<file path="src/rtl/calc_input_cond_if.sv">
// Pin-side and datapath-side signals of the calculator input-conditioning stage.
// master drives the raw pins; slave is the conditioning block.
interface calc_input_cond_if #(
  parameter int SW_BITS = 8,
  parameter int BT_BITS = 4
);
  logic [SW_BITS-1:0]   sw_in;
  logic [BT_BITS-1:0]   bt_in;
  logic [SW_BITS/2-1:0] a;
  logic [SW_BITS/2-1:0] b;
  logic [BT_BITS-1:0]   op_sel;
  logic                 op_strobe;
  logic                 opnd_strobe;
  logic [1:0]           range_err;

  modport master (
    output sw_in, bt_in,
    input  a, b, op_sel, op_strobe, opnd_strobe, range_err
  );

  modport slave (
    input  sw_in, bt_in,
    output a, b, op_sel, op_strobe, opnd_strobe, range_err
  );
endinterface

</file>
<file path="src/rtl/calc_input_cond.sv">
// Synchronise and debounce calculator switches/buttons, latch the operation select.
// Optional macro CALC_INPUT_OP_TOGGLE_EN: re-pressing the selected button blanks op_sel.
module calc_input_cond #(
  parameter int SW_BITS = 8,
  parameter int BT_BITS = 4,
  parameter int DEB_CNT = 160000,
  parameter int CNT_W   = 18
) (
  input  logic             clk16M,
  input  logic             rst,
  calc_input_cond_if.slave io
);

  localparam int HALF = SW_BITS / 2;
  localparam logic [CNT_W-1:0] DEB_LAST = CNT_W'(DEB_CNT - 1);

  function automatic logic [BT_BITS-1:0] lowest_one_hot(input logic [BT_BITS-1:0] v);
    logic [BT_BITS-1:0] r;
    r = '0;
    for (int i = BT_BITS - 1; i >= 0; i--) begin
      if (v[i]) begin
        r    = '0;
        r[i] = 1'b1;
      end
    end
    return r;
  endfunction

  logic [SW_BITS-1:0] sw_meta_p0, sw_sync_p1, sw_last_p1, sw_deb_p2;
  logic [CNT_W-1:0]   sw_cnt_p2;
  logic               vld_p2;

  logic [BT_BITS-1:0] bt_meta_p0, bt_sync_p1, bt_deb_p2, bt_deb_p3;
  logic [CNT_W-1:0]   bt_cnt_p2 [BT_BITS];
  logic [BT_BITS-1:0] bt_rise_p3;

  logic [HALF-1:0]    a_p3, b_p3;
  logic [1:0]         range_err_p3;
  logic               opnd_strobe_p3;
  logic [BT_BITS-1:0] op_sel_p3;
  logic               op_strobe_p3;

  // p0/p1: two-flop synchronisers; p2: shared-counter bus debounce
  always_ff @(posedge clk16M) begin
    if (rst) begin
      sw_meta_p0 <= '0;
      sw_sync_p1 <= '0;
      sw_last_p1 <= '0;
      sw_deb_p2  <= '0;
      sw_cnt_p2  <= '0;
      vld_p2     <= 1'b0;
    end else begin
      sw_meta_p0 <= io.sw_in;
      sw_sync_p1 <= sw_meta_p0;
      sw_last_p1 <= sw_sync_p1;
      vld_p2     <= 1'b0;
      if (sw_sync_p1 == sw_deb_p2) begin
        sw_cnt_p2 <= '0;
      end else if ((sw_sync_p1 != sw_last_p1) && (sw_last_p1 != sw_deb_p2)) begin
        // bus moved to yet another value while already counting
        sw_cnt_p2 <= '0;
      end else if (sw_cnt_p2 == DEB_LAST) begin
        sw_deb_p2 <= sw_sync_p1;
        sw_cnt_p2 <= '0;
        vld_p2    <= 1'b1;
      end else begin
        sw_cnt_p2 <= sw_cnt_p2 + CNT_W'(1);
      end
    end
  end

  // p0/p1: button synchronisers; p2: per-button debounce
  always_ff @(posedge clk16M) begin
    if (rst) begin
      bt_meta_p0 <= '0;
      bt_sync_p1 <= '0;
      bt_deb_p2  <= '0;
      for (int i = 0; i < BT_BITS; i++) bt_cnt_p2[i] <= '0;
    end else begin
      bt_meta_p0 <= io.bt_in;
      bt_sync_p1 <= bt_meta_p0;
      for (int i = 0; i < BT_BITS; i++) begin
        if (bt_sync_p1[i] == bt_deb_p2[i]) begin
          bt_cnt_p2[i] <= '0;
        end else if (bt_cnt_p2[i] == DEB_LAST) begin
          bt_deb_p2[i] <= bt_sync_p1[i];
          bt_cnt_p2[i] <= '0;
        end else begin
          bt_cnt_p2[i] <= bt_cnt_p2[i] + CNT_W'(1);
        end
      end
    end
  end

  always_comb begin
    bt_rise_p3 = lowest_one_hot(bt_deb_p2 & ~bt_deb_p3);
  end

  // p3: registered outputs
  always_ff @(posedge clk16M) begin
    if (rst) begin
      a_p3           <= '0;
      b_p3           <= '0;
      range_err_p3   <= '0;
      opnd_strobe_p3 <= 1'b0;
      bt_deb_p3      <= '0;
      op_sel_p3      <= '0;
      op_strobe_p3   <= 1'b0;
    end else begin
      a_p3           <= sw_deb_p2[SW_BITS-1:HALF];
      b_p3           <= sw_deb_p2[HALF-1:0];
      range_err_p3   <= {sw_deb_p2[SW_BITS-1:HALF] > HALF'(9),
                         sw_deb_p2[HALF-1:0] > HALF'(9)};
      opnd_strobe_p3 <= vld_p2;
      bt_deb_p3      <= bt_deb_p2;
      op_strobe_p3   <= |bt_rise_p3;
      if (|bt_rise_p3) begin
`ifdef CALC_INPUT_OP_TOGGLE_EN
        if ((op_sel_p3 & bt_rise_p3) != '0) op_sel_p3 <= '0;
        else                                op_sel_p3 <= bt_rise_p3;
`else
        op_sel_p3 <= bt_rise_p3;
`endif
      end
    end
  end

  assign io.a           = a_p3;
  assign io.b           = b_p3;
  assign io.range_err   = range_err_p3;
  assign io.opnd_strobe = opnd_strobe_p3;
  assign io.op_sel      = op_sel_p3;
  assign io.op_strobe   = op_strobe_p3;

endmodule

</file>
<file path="src/flat_wrapper.sv">
// flat-port wrapper written by rule: the top's interface ports become plain ports
module calc_input_cond_flat 
#(
  parameter int SW_BITS = 8,
  parameter int BT_BITS = 4,
  parameter int DEB_CNT = 160000,
  parameter int CNT_W   = 18
)
  (clk16M, rst, io_sw_in, io_bt_in, io_a, io_b, io_op_sel, io_op_strobe, io_opnd_strobe, io_range_err);
  calc_input_cond_if #(.SW_BITS(SW_BITS), .BT_BITS(BT_BITS)) io_i ();
  input  logic clk16M;
  input  logic rst;
  input wire logic [$bits(io_i.sw_in)-1:0] io_sw_in;
  input wire logic [$bits(io_i.bt_in)-1:0] io_bt_in;
  output wire logic [$bits(io_i.a)-1:0] io_a;
  output wire logic [$bits(io_i.b)-1:0] io_b;
  output wire logic [$bits(io_i.op_sel)-1:0] io_op_sel;
  output wire logic [$bits(io_i.op_strobe)-1:0] io_op_strobe;
  output wire logic [$bits(io_i.opnd_strobe)-1:0] io_opnd_strobe;
  output wire logic [$bits(io_i.range_err)-1:0] io_range_err;
  assign io_i.sw_in = io_sw_in;
  assign io_i.bt_in = io_bt_in;
  assign io_a = io_i.a;
  assign io_b = io_i.b;
  assign io_op_sel = io_i.op_sel;
  assign io_op_strobe = io_i.op_strobe;
  assign io_opnd_strobe = io_i.opnd_strobe;
  assign io_range_err = io_i.range_err;
  calc_input_cond #(.SW_BITS(SW_BITS), .BT_BITS(BT_BITS), .DEB_CNT(DEB_CNT), .CNT_W(CNT_W)) u_core (.clk16M(clk16M), .rst(rst), .io(io_i));
endmodule
</file>
<file path="config.mk">
export PLATFORM = sky130hd
export DESIGN_NAME = calc_input_cond_flat
export DESIGN_NICKNAME = d
export VERILOG_FILES = /design/src/rtl/calc_input_cond_if.sv /design/src/rtl/calc_input_cond.sv /design/src/flat_wrapper.sv
export SDC_FILE = /design/constraint.sdc
export NUM_CORES = 1
export LEC_CHECK = 0
export BUFFER_PORTS_ARGS = -buffer_cell sky130_fd_sc_hd__buf_2
export CORE_ASPECT_RATIO = 1.25
export CORE_UTILIZATION = 52
export DETAILED_ROUTE_END_ITERATION = 10
export GPL_TIMING_DRIVEN = 1
export PLACE_DENSITY = 0.69
export SLEW_MARGIN = 20
export SYNTH_ARGS = -nofsm -noshare
export SYNTH_HDL_FRONTEND = slang
export SYNTH_SLANG_ARGS = --single-unit
</file>
<file path="constraint.sdc">
create_clock -name clk16M -period 2.8 [get_ports clk16M]
set_input_delay 0.42 -clock clk16M [delete_from_list [all_inputs] [get_ports clk16M]]
set_output_delay 0.42 -clock clk16M [all_outputs]
set_load 0.05 [all_outputs]
</file>
==> results of run 1 <==
## power breakdown
group	total (mW)	internal, mW	switching, mW
Sequential	2.50	2.44	0.0620
Combinational	0.172	0.0725	0.0993
Clock	2.17	1.29	0.877
Total	4.84	3.80	1.04
## through the flow
| stage | cell area (um2) | power (mW) | instances | hold slack, ns |
|---|---|---|---|---|
| final | 7920 | 4.84 | 919 | 0.206 |
| after global routing | 7920 | 5.02 | 919 | 0.197 |
| after CTS | 7920 | 4.89 | 919 | 0.191 |
| after detailed placement | 7350 | 2.71 | 887 | 0.423 |
| after global placement | 7350 | 2.71 | 887 | 0.422 |
| after floorplan | 7060 | 2.67 | 702 | 0.414 |
## worst register-to-register path: stages, from the launching register on
cell	delay (ns)
sky130_fd_sc_hd__edfxtp_1	0.41
sky130_fd_sc_hd__ha_1	0.22
sky130_fd_sc_hd__nand3_1	0.12
sky130_fd_sc_hd__or3_1	0.40
sky130_fd_sc_hd__nor2_1	0.19
sky130_fd_sc_hd__or3_1	0.51
sky130_fd_sc_hd__nor2_1	0.11
## flip-flops by register name, indices dropped and copies added, names as in the netlist
name and count:
u_core.bt_cnt_p2 72, u_core.bt_deb_p2 4, u_core.bt_deb_p3 4, u_core.bt_meta_p0 4
u_core.bt_sync_p1 4, u_core.io.a 4, u_core.io.b 4, u_core.io.op_sel 4
u_core.io.op_strobe 1, u_core.io.opnd_strobe 1, u_core.io.range_err 2, u_core.sw_cnt_p2 18
u_core.sw_deb_p2 8, u_core.sw_last_p1 8, u_core.sw_meta_p0 8, u_core.sw_sync_p1 8
u_core.vld_p2 1
## Yosys cell counts, drive strengths merged (5+ instances only)
cell / instances
buf: 10
nand3: 37
nand4: 19
nor4b: 5
mux2: 8
edfxtp: 72
and3: 14
inv: 12
nor2b: 49
ha: 5
xor2: 49
and4: 5
nor3: 16
xnor2: 59
nor2: 111
clkbuf: 5
dfxtp: 83
nand2b: 5
nand2: 31
nor4: 11
## final cells by class
cell class	count	area share
flip-flops and latches	155	0.483
multi-input cells	520	0.392
clock buffers	25	0.0654
well taps	168	0.0265
repair buffers	32	0.0212
clock inverters	7	0.00648
inverters	12	0.00569
## worst paths after layout
path	start	endpoint	slack (ns)	cells past startpoint
worst max-delay path	u_core.bt_cnt_p2[1][0]	u_core.bt_cnt_p2[1][15]	0.58	6
worst min-delay path	io_bt_in[3]	u_core.bt_meta_p0[3]	0.21	2
worst max register to register	u_core.bt_cnt_p2[1][0]	u_core.bt_cnt_p2[1][15]	0.58	6
worst min register to register	u_core.sw_meta_p0[2]	u_core.sw_sync_p1[2]	0.44	1
## routing by layer
metal | track usage | vias up
li1 | - | 2304
met1 | 0.209 | 2107
met2 | 0.325 | 46
met3 | 0.0460 | 19
met4 | 0.103 | 0
met5 | 0 | -
## logic make-up after synthesis
group | share of synthesized area
and+or+nand+nor | 0.242
adders and majority gates | 0.00920
DFF | 0.563
muxes | 0.0182
buffers and inverters | 0.0199
other | 0.000552
xor gates and xnor gates | 0.139
AOI/OAI and AO/OA | 0.00791
==> impl_table.tex, run 1 <==
\begin{tabular}{lr}
\hline
Metric & Value \\
\hline
\multicolumn{2}{l}{\textbf{Synth}} \\
\quad Synth area leader & sky130\_fd\_sc\_hd\_\_edfxtp\_1 \\
\quad Synth Warn \# & 0 \\
\quad Asr flop ratio synth & 0 \\
\quad Synth Instances & between 600 and 700 \\
\quad Number of flops mapped to enable cells by yosys & 72 \\
\quad Synth unique cells & 46 \\
\quad Netlist Area Pre-Place & 6800 um2 \\
\quad Synthesized area per cell & roughly 11 um2 \\
\quad Proportion of synthesized chip area in sequential cells & 0.563 \\
\quad Synthesized flop and latch total & approximately 160 \\
\quad Area share of the largest cell type after synthesis & 0.318 \\
\quad Most common flop cell mapped by yosys & sky130\_fd\_sc\_hd\_\_dfxtp\_1 \\
\quad Synth area leaders & sky130\_fd\_sc\_hd\_\_edfxtp\_1, sky130\_fd\_sc\_hd\_\_dfxtp\_1, sky130\_fd\_sc\_hd\_\_xnor2\_1 \\
\multicolumn{2}{l}{\textbf{CTS}} \\
\quad Post\_cts resized & 0 \\
\quad Clk Latency, worst-skew pair & $\sim$0.43 ns \\
\quad Inserted Clock Buffers & 17 \\
\quad TritonCTS Sinks & $\sim$160 \\
\quad Clock tree root buffer cell & sky130\_fd\_sc\_hd\_\_clkbuf\_16 \\
\quad Number of setup buffers added after CTS & 0 \\
\quad Count of hold-fix buffers inserted at cts & 0 \\
\quad Number of H-tree levels & 4 \\
\quad CTS tree & built \\
\quad Clock input transition at the sequential cells of the worst setup and hold paths & approximately 0.060 ns \\
\quad Maximum clock insertion buffer count & 2 \\
\multicolumn{2}{l}{\textbf{Critical path}} \\
\quad Critical-path cell with the highest stage delay & sky130\_fd\_sc\_hd\_\_or3\_1 \\
\quad Arrival time at the worst endpoint & about 2.4 ns \\
\quad Cell family with most CP delay & simple AND/OR/NAND/NOR gates \\
\quad Number of buffers and inverters on the critical path & 0 \\
\quad Delay of the slowest critical-path stage & 0.51 ns \\
\quad Cell-by-cell listing of the critical path & ha\_1, nand3\_1, or3\_1, nor2\_1, or3\_1, nor2\_1 \\
\quad Type of origin of the critical path & flip-flop \\
\quad Required time of the critical path & between 2 and 3 ns \\
\quad Crit. End Element & flip-flop \\
\quad Crit path max fanout & 18 \\
\quad Kind of critical path & reg -> reg \\
\multicolumn{2}{l}{\textbf{GRT}} \\
\quad Initial antenna violation count & 0 \\
\quad Vias in the first global route & roughly 4400 \\
\quad Sum of overflow across all layers after global routing & 0 \\
\quad Combined global-route utilization of all metal layers & 0.185 \\
\quad Global-route wire length before repair & between 15000 and 20000 um \\
\quad Maximum number of pins on one net before global-route repair & 20 \\
\multicolumn{2}{l}{\textbf{Die}} \\
\quad Core region area & 12700 um2 \\
\quad Die height & 130 um \\
\quad Number of top-level pins & 30 \\
\quad Width of the die & $\sim$100 um \\
\quad Overall die area & $\sim$14000 um2 \\
\quad Initial core utilization & 0.534 \\
\quad Cell row count & 46 \\
\multicolumn{2}{l}{\textbf{Timing}} \\
\quad Final critical delay including setup and external delays & between 2 and 2.5 ns \\
\quad Worst clock skew on the final layout & approximately 0.0068 ns \\
\quad Slew Viols, Final & 0 \\
\quad Pin slew with the least headroom to its limit & roughly 0.58 ns \\
\quad Final critical-path setup slack & 0.579 ns \\
\quad Final period util & 0.793 \\
\quad Worst slew margin relative to its limit & 0.616 \\
\quad Max Freq & 450 MHz \\
\quad Post-route setup TNS & 0 ns \\
\quad Final hold violation count & 0 \\
\quad Final count of negative-setup-slack endpoints & 0 \\
\quad Setup repair after global routing missed its margin & false \\
\multicolumn{2}{l}{\textbf{Outcome}} \\
\quad Outcome & complete, no violations \\
\multicolumn{2}{l}{\textbf{Final layout}} \\
\quad Utilization of the core after routing & 0.623 \\
\quad Commonest non-fill, non-tap cell in the layout & sky130\_fd\_sc\_hd\_\_nor2\_1 \\
\quad Fraction of layout cells with a size suffix above 1 & 0.104 \\
\quad Antenna diode instance count & 0 \\
\quad Multi-input gate area & just over 3000 um2 \\
\quad Most used cells in the layout excluding fill and tap cells & sky130\_fd\_sc\_hd\_\_nor2\_1, sky130\_fd\_sc\_hd\_\_dfxtp\_1, sky130\_fd\_sc\_hd\_\_edfxtp\_1, sky130\_fd\_sc\_hd\_\_conb\_1, sky130\_fd\_sc\_hd\_\_xnor2\_1 \\
\quad Synth-to-Final Area Change & 16.5\% \\
\quad FF+latch area & between 3000 and 4000 um2 \\
\quad Net count reported at finish & approximately 760 \\
\quad Fill count & $\sim$1000 \\
\multicolumn{2}{l}{\textbf{Routing}} \\
\quad Length of the first detailed-routing pass in iterations & 4 \\
\quad Vias after detailed routing & approximately 4500 \\
\quad DRT iter0 DRCs & 103 \\
\quad Met3 routed wirelength & around 260 um \\
\quad Top layer in use & met4 \\
\quad Met1 wire length & slightly above 5000 um \\
\quad Number of nets with antenna violations after routing & 0 \\
\quad Mean number of vias per cell & 4.87 \\
\quad Total wirelength of the detailed-routed design & approximately 11000 um \\
\quad WL met2 & 5570 um \\
\quad Post-detailed-route wirelength per cell & 12.3 um \\
\quad Count of unresolved DRC violations after routing & 0 \\
\multicolumn{2}{l}{\textbf{Pwr}} \\
\quad Largest voltage drop on the vdd net & 0.414 mV \\
\quad Power density over the cells & 611 nW/um2 \\
\quad Standby leakage power & about 3 nW \\
\multicolumn{2}{l}{\textbf{Place}} \\
\quad GPL Wtd Cong & between 0.7 and 0.8 \\
\quad Post-placement worst setup slack & between 0.5 and 0.6 ns \\
\quad IO Port Bufs & 29 \\
\quad Post-DP HPWL & a little under 8000 um \\
\multicolumn{2}{l}{\textbf{Worst hold path}} \\
\quad Hold WC Path Type & in -> reg \\
\multicolumn{2}{l}{\textbf{Flow run}} \\
\quad MaxCap Viol Count & 0 \\
\hline
\end{tabular}
No activity file was read; power rests on OpenSTA's default activity.
==> run 2, diff against run 1 <==
--- a/config.mk
+++ b/config.mk
@@ -5,6 +5,7 @@
 export SDC_FILE = /design/constraint.sdc
 export NUM_CORES = 1
 export LEC_CHECK = 0
+export ABC_AREA = 1
 export BUFFER_PORTS_ARGS = -buffer_cell sky130_fd_sc_hd__buf_2
 export CORE_ASPECT_RATIO = 1.25
 export CORE_UTILIZATION = 52
==> constraint.sdc (replaced) <==
create_clock -name clk16M -period 2.2 [get_ports clk16M]
set_input_delay 0.33 -clock clk16M [delete_from_list [all_inputs] [get_ports clk16M]]
set_output_delay 0.33 -clock clk16M [all_outputs]
set_load 0.05 [all_outputs]
==> impl_table.tex, run 2 <==
\begin{tabular}{lr}
\hline
Metric & Value \\
\hline
\multicolumn{2}{l}{\textbf{Pwr}} \\
\quad Sequential share of power & 0.504 \\
\quad Combinational Power Share & 0.041 \\
\quad Largest voltage drop on the vdd net & roughly 0.50 mV \\
\quad Total chip power & around 6.3 mW \\
\quad Clock share of power & 0.454 \\
\quad Pint & 4.89 mW \\
\quad Standby leakage power & around 3.7 nW \\
\quad Fraction of power spent switching nets & 0.222 \\
\quad Power density over the cells & around 740 nW/um2 \\
\quad P\_sw & $\sim$1.4 mW \\
\multicolumn{2}{l}{\textbf{Synth}} \\
\quad Synth area leader & sky130\_fd\_sc\_hd\_\_edfxtp\_1 \\
\quad Synth unique cells & between 40 and 50 \\
\quad Synth Instances & 864 \\
\quad Most frequently used cell type in the post-synthesis netlist & sky130\_fd\_sc\_hd\_\_nor2\_1 \\
\quad Proportion of synthesized chip area in sequential cells & 0.523 \\
\quad Synth Warn \# & 0 \\
\quad Synthesized flop and latch total & approximately 160 \\
\quad Most frequent cells after synthesis & sky130\_fd\_sc\_hd\_\_nor2\_1, sky130\_fd\_sc\_hd\_\_nand2\_1, sky130\_fd\_sc\_hd\_\_inv\_1 \\
\quad Synthesized area per cell & $\sim$8.5 um2 \\
\quad Area share of the largest cell type after synthesis & 0.296 \\
\quad Most common flop cell mapped by yosys & sky130\_fd\_sc\_hd\_\_dfxtp\_1 \\
\quad Asr flop ratio synth & 0 \\
\quad Synth area leaders & sky130\_fd\_sc\_hd\_\_edfxtp\_1, sky130\_fd\_sc\_hd\_\_dfxtp\_1, sky130\_fd\_sc\_hd\_\_nor2\_1 \\
\quad Number of flops mapped to enable cells by yosys & just over 70 \\
\quad Netlist Area Pre-Place & $\sim$7300 um2 \\
\multicolumn{2}{l}{\textbf{Die}} \\
\quad Number of top-level pins & 30 \\
\quad Width of the die & roughly 110 um \\
\quad Core region area & roughly 14000 um2 \\
\quad Initial core utilization & 0.532 \\
\quad Cell row count & 48 \\
\quad Die height & 135 um \\
\quad Overall die area & 14500 um2 \\
\multicolumn{2}{l}{\textbf{Place}} \\
\quad GPL Wtd Cong & about 0.86 \\
\quad Post-placement worst setup slack & around 0.35 ns \\
\quad IO Port Bufs & 29 \\
\quad Post-DP HPWL & 8820 um \\
\multicolumn{2}{l}{\textbf{CTS}} \\
\quad Post\_cts resized & 0 \\
\quad Count of hold-fix buffers inserted at cts & 0 \\
\quad CTS tree & built \\
\quad Clk Latency, worst-skew pair & around 0.41 ns \\
\quad Inserted Clock Buffers & 17 \\
\quad Clock tree root buffer cell & sky130\_fd\_sc\_hd\_\_clkbuf\_16 \\
\quad TritonCTS Sinks & approximately 160 \\
\quad Maximum clock insertion buffer count & 2 \\
\quad Number of setup buffers added after CTS & 0 \\
\quad Clock input transition at the sequential cells of the worst setup and hold paths & about 0.06 ns \\
\quad Number of H-tree levels & 4 \\
\multicolumn{2}{l}{\textbf{Routing}} \\
\quad WL met2 & about 6000 um \\
\quad Met3 routed wirelength & around 260 um \\
\quad Vias after detailed routing & $\sim$5400 \\
\quad Top layer in use & met4 \\
\quad Number of nets with antenna violations after routing & 0 \\
\quad Total wirelength of the detailed-routed design & 12300 um \\
\quad Mean number of vias per cell & 4.64 \\
\quad Length of the first detailed-routing pass in iterations & 5 \\
\quad Post-detailed-route wirelength per cell & 10.6 um \\
\quad Count of unresolved DRC violations after routing & 0 \\
\quad Met1 wire length & 5860 um \\
\quad DRT iter0 DRCs & 183 \\
\multicolumn{2}{l}{\textbf{Final layout}} \\
\quad Net count reported at finish & 996 \\
\quad Biggest regs & u\_core.bt\_cnt\_p2: 72 flops, u\_core.sw\_cnt\_p2: 18 flops \\
\quad Biggest register & u\_core.bt\_cnt\_p2 \\
\quad Antenna diode instance count & 0 \\
\quad Fraction of layout cells with a size suffix above 1 & 0.131 \\
\quad Max reg flops & 72 \\
\quad Synth-to-Final Area Change & 16.0\% \\
\quad Commonest non-fill, non-tap cell in the layout & sky130\_fd\_sc\_hd\_\_nor2\_1 \\
\quad Most used cells in the layout excluding fill and tap cells & sky130\_fd\_sc\_hd\_\_nor2\_1, sky130\_fd\_sc\_hd\_\_nand2\_1, sky130\_fd\_sc\_hd\_\_inv\_1, sky130\_fd\_sc\_hd\_\_dfxtp\_1 \\
\multicolumn{2}{l}{\textbf{Flow run}} \\
\quad MaxCap Viol Count & 0 \\
\multicolumn{2}{l}{\textbf{Worst hold path}} \\
\quad Worst Hold Path EP & u\_core.sw\_meta\_p0[6] \\
\quad Hold WC Path Type & in -> reg \\
\quad Hold path startpoint & io\_sw\_in[6] \\
\quad WHS Path Cells & 3 \\
\multicolumn{2}{l}{\textbf{Timing}} \\
\quad Final critical delay including setup and external delays & 1.85 ns \\
\quad Worst clock skew on the final layout & around 0.013 ns \\
\quad Setup repair after global routing missed its margin & false \\
\quad Pin slew with the least headroom to its limit & 0.519 ns \\
\quad Final count of negative-setup-slack endpoints & 0 \\
\quad Worst slew margin relative to its limit & 0.654 \\
\quad Final hold violation count & 0 \\
\quad Final critical-path setup slack & 0.354 ns \\
\quad Max Freq & around 540 MHz \\
\quad Slew Viols, Final & 0 \\
\quad Final period util & 0.839 \\
\quad Post-route setup TNS & 0 ns \\
\multicolumn{2}{l}{\textbf{GRT}} \\
\quad Vias in the first global route & around 5200 \\
\quad Initial antenna violation count & 0 \\
\quad Global-route wire length before repair & 21700 um \\
\quad Maximum number of pins on one net before global-route repair & 50 \\
\quad Sum of overflow across all layers after global routing & 0 \\
\quad Combined global-route utilization of all metal layers & 0.187 \\
\multicolumn{2}{l}{\textbf{Critical path}} \\
\quad Type of origin of the critical path & flip-flop \\
\quad Crit. End Element & flip-flop \\
\quad Kind of critical path & reg -> reg \\
\quad Worst R2R Setup Slack & roughly 0.35 ns \\
\quad Endpoint of the worst-slack reg-to-reg timing path & u\_core.bt\_cnt\_p2[0][7] \\
\quad Crit path max fanout & 10 \\
\quad Required time of the critical path & roughly 2.4 ns \\
\quad Arrival time at the worst endpoint & approximately 2.0 ns \\
\quad Worst-case reg-to-reg path depth & 9 \\
\quad Worst reg2reg startpoint & u\_core.bt\_cnt\_p2[0][0] \\
\multicolumn{2}{l}{\textbf{Outcome}} \\
\quad Outcome & complete, no violations \\
\hline
\end{tabular}
run 2: cell families after synthesis:
group / after synthesis / share of synthesized area
adder cells (fa/ha/maj): 5 / 0.00856
AO/OA/AOI/OAI: 53 / 0.0392
buffers and inverters: 147 / 0.0813
AND/OR/NAND/NOR: 452 / 0.286
flip-flops: 155 / 0.523
XOR/XNOR: 51 / 0.0611
other: 1 / 0.000513
run 2: power by group through the flow:
stage	sequential [mW]	combinational [mW]	clock, mW
4_1_cts	3.17	0.261	2.93
3_3_place_gp	3.23	0.257	0
5_1_grt	3.18	0.304	3.03
6_report	3.17	0.260	2.85
2_1_floorplan	3.21	0.219	0
3_5_place_dp	3.23	0.259	0
run 2: worst max-delay path by stage:
| stage | start | to | slack, ns | cells after the start |
|---|---|---|---|---|
| 6_report | u_core.bt_cnt_p2[0][0] | u_core.bt_cnt_p2[0][7] | 0.35 | 9 |
| 5_1_grt | u_core.bt_cnt_p2[2][0] | u_core.bt_cnt_p2[2][13] | 0.19 | 12 |
| 4_1_cts | u_core.bt_cnt_p2[0][0] | u_core.bt_cnt_p2[0][17] | 0.34 | 9 |
| 3_5_place_dp | u_core.bt_cnt_p2[0][0] | u_core.bt_cnt_p2[0][17] | 0.35 | 9 |
| 3_3_place_gp | u_core.bt_cnt_p2[3][0] | u_core.bt_cnt_p2[3][16] | 0.40 | 9 |
| 2_1_floorplan | u_core.bt_cnt_p2[2][0] | u_core.bt_cnt_p2[2][9] | 0.51 | 13 |
run 2: metal layers:
metal	GRT usage	vias up
li1	-	2903
met1	0.227	2444
met2	0.316	50
met3	0.0396	6
met4	0.0814	0
met5	0	-
run 2: metrics by stage:
stage / cells / hold WS (ns) / util / cell area [um2]
6_report: 1165 / 0.115 / 0.616 / 8480
3_3_place_gp: 1133 / 0.391 / 0.574 / 7890
5_1_grt: 1165 / 0.106 / 0.616 / 8480
3_5_place_dp: 1133 / 0.393 / 0.574 / 7890
4_1_cts: 1165 / 0.0980 / 0.616 / 8480
2_1_floorplan: 935 / 0.388 / - / 7580
run 2: worst max-delay path, stage by stage (launching register included):
cell	delay, ns
sky130_fd_sc_hd__edfxtp_1	0.41
sky130_fd_sc_hd__ha_1	0.20
sky130_fd_sc_hd__nand2_1	0.07
sky130_fd_sc_hd__inv_1	0.08
sky130_fd_sc_hd__nand3_1	0.14
sky130_fd_sc_hd__nor2_2	0.20
sky130_fd_sc_hd__nand2_1	0.12
sky130_fd_sc_hd__nand2_2	0.13
sky130_fd_sc_hd__buf_4	0.19
sky130_fd_sc_hd__nor2_1	0.05
run 2: cell type report:
| class | count | area, um2 |
|---|---|---|
| fillers | 1246 | 5280 |
| flip-flops and latches | 155 | 3820 |
| multi-input cells | 633 | 3160 |
| inverters | 137 | 514 |
| clock buffers | 21 | 482 |
| well taps | 175 | 219 |
| repair buffers | 33 | 175 |
| clock inverters | 11 | 105 |
==> run 3, diff against run 2 <==
==> constraint.sdc (replaced) <==
create_clock -name clk16M -period 1.9 [get_ports clk16M]
set_input_delay 0.285 -clock clk16M [delete_from_list [all_inputs] [get_ports clk16M]]
set_output_delay 0.285 -clock clk16M [all_outputs]
set_load 0.05 [all_outputs]
==> impl_table.tex, run 3 (synthesized netlist as in run 2, its figures left out) <==
\begin{tabular}{lr}
\hline
Metric & Value \\
\hline
\multicolumn{2}{l}{\textbf{Outcome}} \\
\quad Outcome & complete, no violations \\
\multicolumn{2}{l}{\textbf{CTS}} \\
\quad Clock tree root buffer cell & sky130\_fd\_sc\_hd\_\_clkbuf\_16 \\
\quad TritonCTS Sinks & between 150 and 200 \\
\quad Maximum clock insertion buffer count & 2 \\
\quad Clock input transition at the sequential cells of the worst setup and hold paths & about 0.060 ns \\
\quad Number of H-tree levels & 4 \\
\quad Count of hold-fix buffers inserted at cts & 0 \\
\quad CTS tree & built \\
\quad Clk Latency, worst-skew pair & 0.42 ns \\
\quad Inserted Clock Buffers & 17 \\
\multicolumn{2}{l}{\textbf{Critical path}} \\
\quad Crit path max fanout & 9 \\
\quad Critical-path cell with the highest stage delay & sky130\_fd\_sc\_hd\_\_edfxtp\_1 \\
\quad Arrival time at the worst endpoint & roughly 1.9 ns \\
\quad Crit. End Element & flip-flop \\
\quad Worst setup path startpoint & u\_core.bt\_cnt\_p2[2][11] \\
\quad Type of origin of the critical path & flip-flop \\
\quad Critical path destination & u\_core.bt\_cnt\_p2[2][13] \\
\quad Worst R2R Setup Slack & 0.13 ns \\
\quad Required time of the critical path & about 2.1 ns \\
\quad Endpoint of the worst-slack reg-to-reg timing path & u\_core.bt\_cnt\_p2[2][13] \\
\quad Cell-by-cell listing of the critical path & nor2\_1, nand4\_1, nor4\_1, nand2\_4, nand2\_8, nor3\_1 \\
\quad Kind of critical path & reg -> reg \\
\quad Delay of the slowest critical-path stage & approximately 0.43 ns \\
\quad Cell family with most CP delay & simple AND/OR/NAND/NOR gates \\
\quad Worst-case reg-to-reg path depth & 6 \\
\quad Depth of the critical timing path with buffers and inverters included & 6 \\
\quad Number of buffers and inverters on the critical path & 0 \\
\quad Worst reg2reg startpoint & u\_core.bt\_cnt\_p2[2][11] \\
\multicolumn{2}{l}{\textbf{Routing}} \\
\quad Vias after detailed routing & $\sim$5500 \\
\quad Mean number of vias per cell & roughly 4.7 \\
\quad Total wirelength of the detailed-routed design & about 13000 um \\
\quad Post-detailed-route wirelength per cell & 10.8 um \\
\quad Count of unresolved DRC violations after routing & 0 \\
\quad Length of the first detailed-routing pass in iterations & 4 \\
\quad DRT iter0 DRCs & between 150 and 200 \\
\quad Number of nets with antenna violations after routing & 0 \\
\multicolumn{2}{l}{\textbf{GRT}} \\
\quad Vias in the first global route & 5227 \\
\quad Maximum number of pins on one net before global-route repair & 50 \\
\quad Initial antenna violation count & 0 \\
\quad Sum of overflow across all layers after global routing & 0 \\
\quad Global-route wire length before repair & 21900 um \\
\quad Combined global-route utilization of all metal layers & 0.189 \\
\multicolumn{2}{l}{\textbf{Timing}} \\
\quad Final period util & 0.934 \\
\quad Pin slew with the least headroom to its limit & between 0.8 and 0.9 ns \\
\quad Slew Viols, Final & 0 \\
\quad Final count of negative-setup-slack endpoints & 0 \\
\quad Worst slew margin relative to its limit & 0.401 \\
\quad Worst clock skew on the final layout & 0.0123 ns \\
\quad Final hold violation count & 0 \\
\quad Final critical-path setup slack & 0.126 ns \\
\quad Max Freq & around 560 MHz \\
\quad Final critical delay including setup and external delays & about 1.8 ns \\
\multicolumn{2}{l}{\textbf{Worst hold path}} \\
\quad Hold path startpoint & io\_sw\_in[5] \\
\quad Hold WC Path Type & in -> reg \\
\multicolumn{2}{l}{\textbf{Final layout}} \\
\quad Net count reported at finish & roughly 1000 \\
\quad Most used cells in the layout excluding fill and tap cells & sky130\_fd\_sc\_hd\_\_nor2\_1, sky130\_fd\_sc\_hd\_\_nand2\_1, sky130\_fd\_sc\_hd\_\_inv\_1, sky130\_fd\_sc\_hd\_\_dfxtp\_1 \\
\quad Synth-to-Final Area Change & 18.7\% \\
\quad Max reg flops & 72 \\
\quad Biggest regs & u\_core.bt\_cnt\_p2: 72 flops, u\_core.sw\_cnt\_p2: 18 flops \\
\quad Fraction of layout cells with a size suffix above 1 & 0.140 \\
\quad Commonest non-fill, non-tap cell in the layout & sky130\_fd\_sc\_hd\_\_nor2\_1 \\
\quad Antenna diode instance count & 0 \\
\quad Biggest register & u\_core.bt\_cnt\_p2 \\
\multicolumn{2}{l}{\textbf{Die}} \\
\quad Die height & approximately 130 um \\
\quad Number of top-level pins & 30 \\
\quad Width of the die & $\sim$110 um \\
\quad Overall die area & 14500 um2 \\
\quad Core region area & 13800 um2 \\
\quad Initial core utilization & 0.532 \\
\quad Cell row count & 48 \\
\multicolumn{2}{l}{\textbf{Pwr}} \\
\quad Power density over the cells & 900 nW/um2 \\
\quad Clock share of power & 0.490 \\
\quad Combinational Power Share & 0.040 \\
\quad Total chip power & between 7 and 8 mW \\
\quad Sequential share of power & 0.470 \\
\quad P\_sw & about 1.6 mW \\
\quad Standby leakage power & about 3.8 nW \\
\quad Fraction of power spent switching nets & 0.209 \\
\quad Pint & about 6.2 mW \\
\quad Largest voltage drop on the vdd net & between 0.6 and 0.7 mV \\
\multicolumn{2}{l}{\textbf{Place}} \\
\quad Post-placement worst setup slack & $\sim$0.063 ns \\
\quad IO Port Bufs & 29 \\
\quad Post-DP HPWL & 9080 um \\
\quad GPL Wtd Cong & 0.875 \\
\multicolumn{2}{l}{\textbf{Flow run}} \\
\quad MaxCap Viol Count & 0 \\
\hline
\end{tabular}
-- run 3: changes by cell type in the layout (fill, tap and decap cells not counted), sizes merged --
cell    before  now
bufinv       1    6
buf         33   41
clkinv       5    3
nand2      155  156
clkbuf      21   18
-- run 3: cell type report --
cell class	instances	area (um2)
clock buffers	18	429
clock inverters	14	238
fillers	1224	5080
inverters	137	514
multi-input cells	634	3220
flip-flops and latches	155	3820
well taps	175	219
repair buffers	41	235
-- run 3: through the flow --
| stage | hold slack, ns | util | area (um2) | setup TNS, ns | std cells |
|---|---|---|---|---|---|
| floorplan | 0.369 | - | 7580 | 0 | 935 |
| global placement | 0.391 | 0.577 | 7930 | 0 | 1138 |
| detailed placement | 0.393 | 0.577 | 7930 | 0 | 1138 |
| CTS | 0.0496 | 0.625 | 8600 | 0 | 1170 |
| global route | 0.0599 | 0.631 | 8670 | -0.00143 | 1174 |
| finish | 0.0635 | 0.631 | 8670 | 0 | 1174 |
-- run 3: tightest hold or removal path, cell delays in order --
cell,delay [ns]
sky130_fd_sc_hd__buf_2,0.07
sky130_fd_sc_hd__inv_1,0.03
sky130_fd_sc_hd__nor2_1,0.06
-- run 3: routing by layer --
metal	wire (um)	GRT usage
met4	220	0.0860
met2	6260	0.327
met1	5910	0.223
met5	0	0
met3	337	0.0376
-- run 3: worst min-delay path by stage --
stage / endpoint / slack, ns / cells after the start
4_1_cts: u_core.sw_meta_p0[2] / 0.05 / 3
2_1_floorplan: u_core.io.a[0] / 0.37 / 1
3_5_place_dp: u_core.sw_sync_p1[1] / 0.39 / 2
5_1_grt: u_core.sw_meta_p0[3] / 0.06 / 3
3_3_place_gp: u_core.bt_sync_p1[3] / 0.39 / 2
6_report: u_core.sw_meta_p0[5] / 0.06 / 3
-- run 3: what timing repair did --
item,in CTS,in global routing
gates resized for setup,0,8
buffers inserted,0,3
endpoints found under the hold margin,0,0
setup endpoints to repair,0,42
-- run 3: power by group through the flow --
stage / combinational, mW / sequential (mW) / clock, mW
finish: 0.316 / 3.67 / 3.83
global route: 0.369 / 3.68 / 4.02
CTS: 0.308 / 3.67 / 3.90
detailed placement: 0.306 / 3.74 / 0
global placement: 0.303 / 3.74 / 0
floorplan: 0.254 / 3.72 / 0
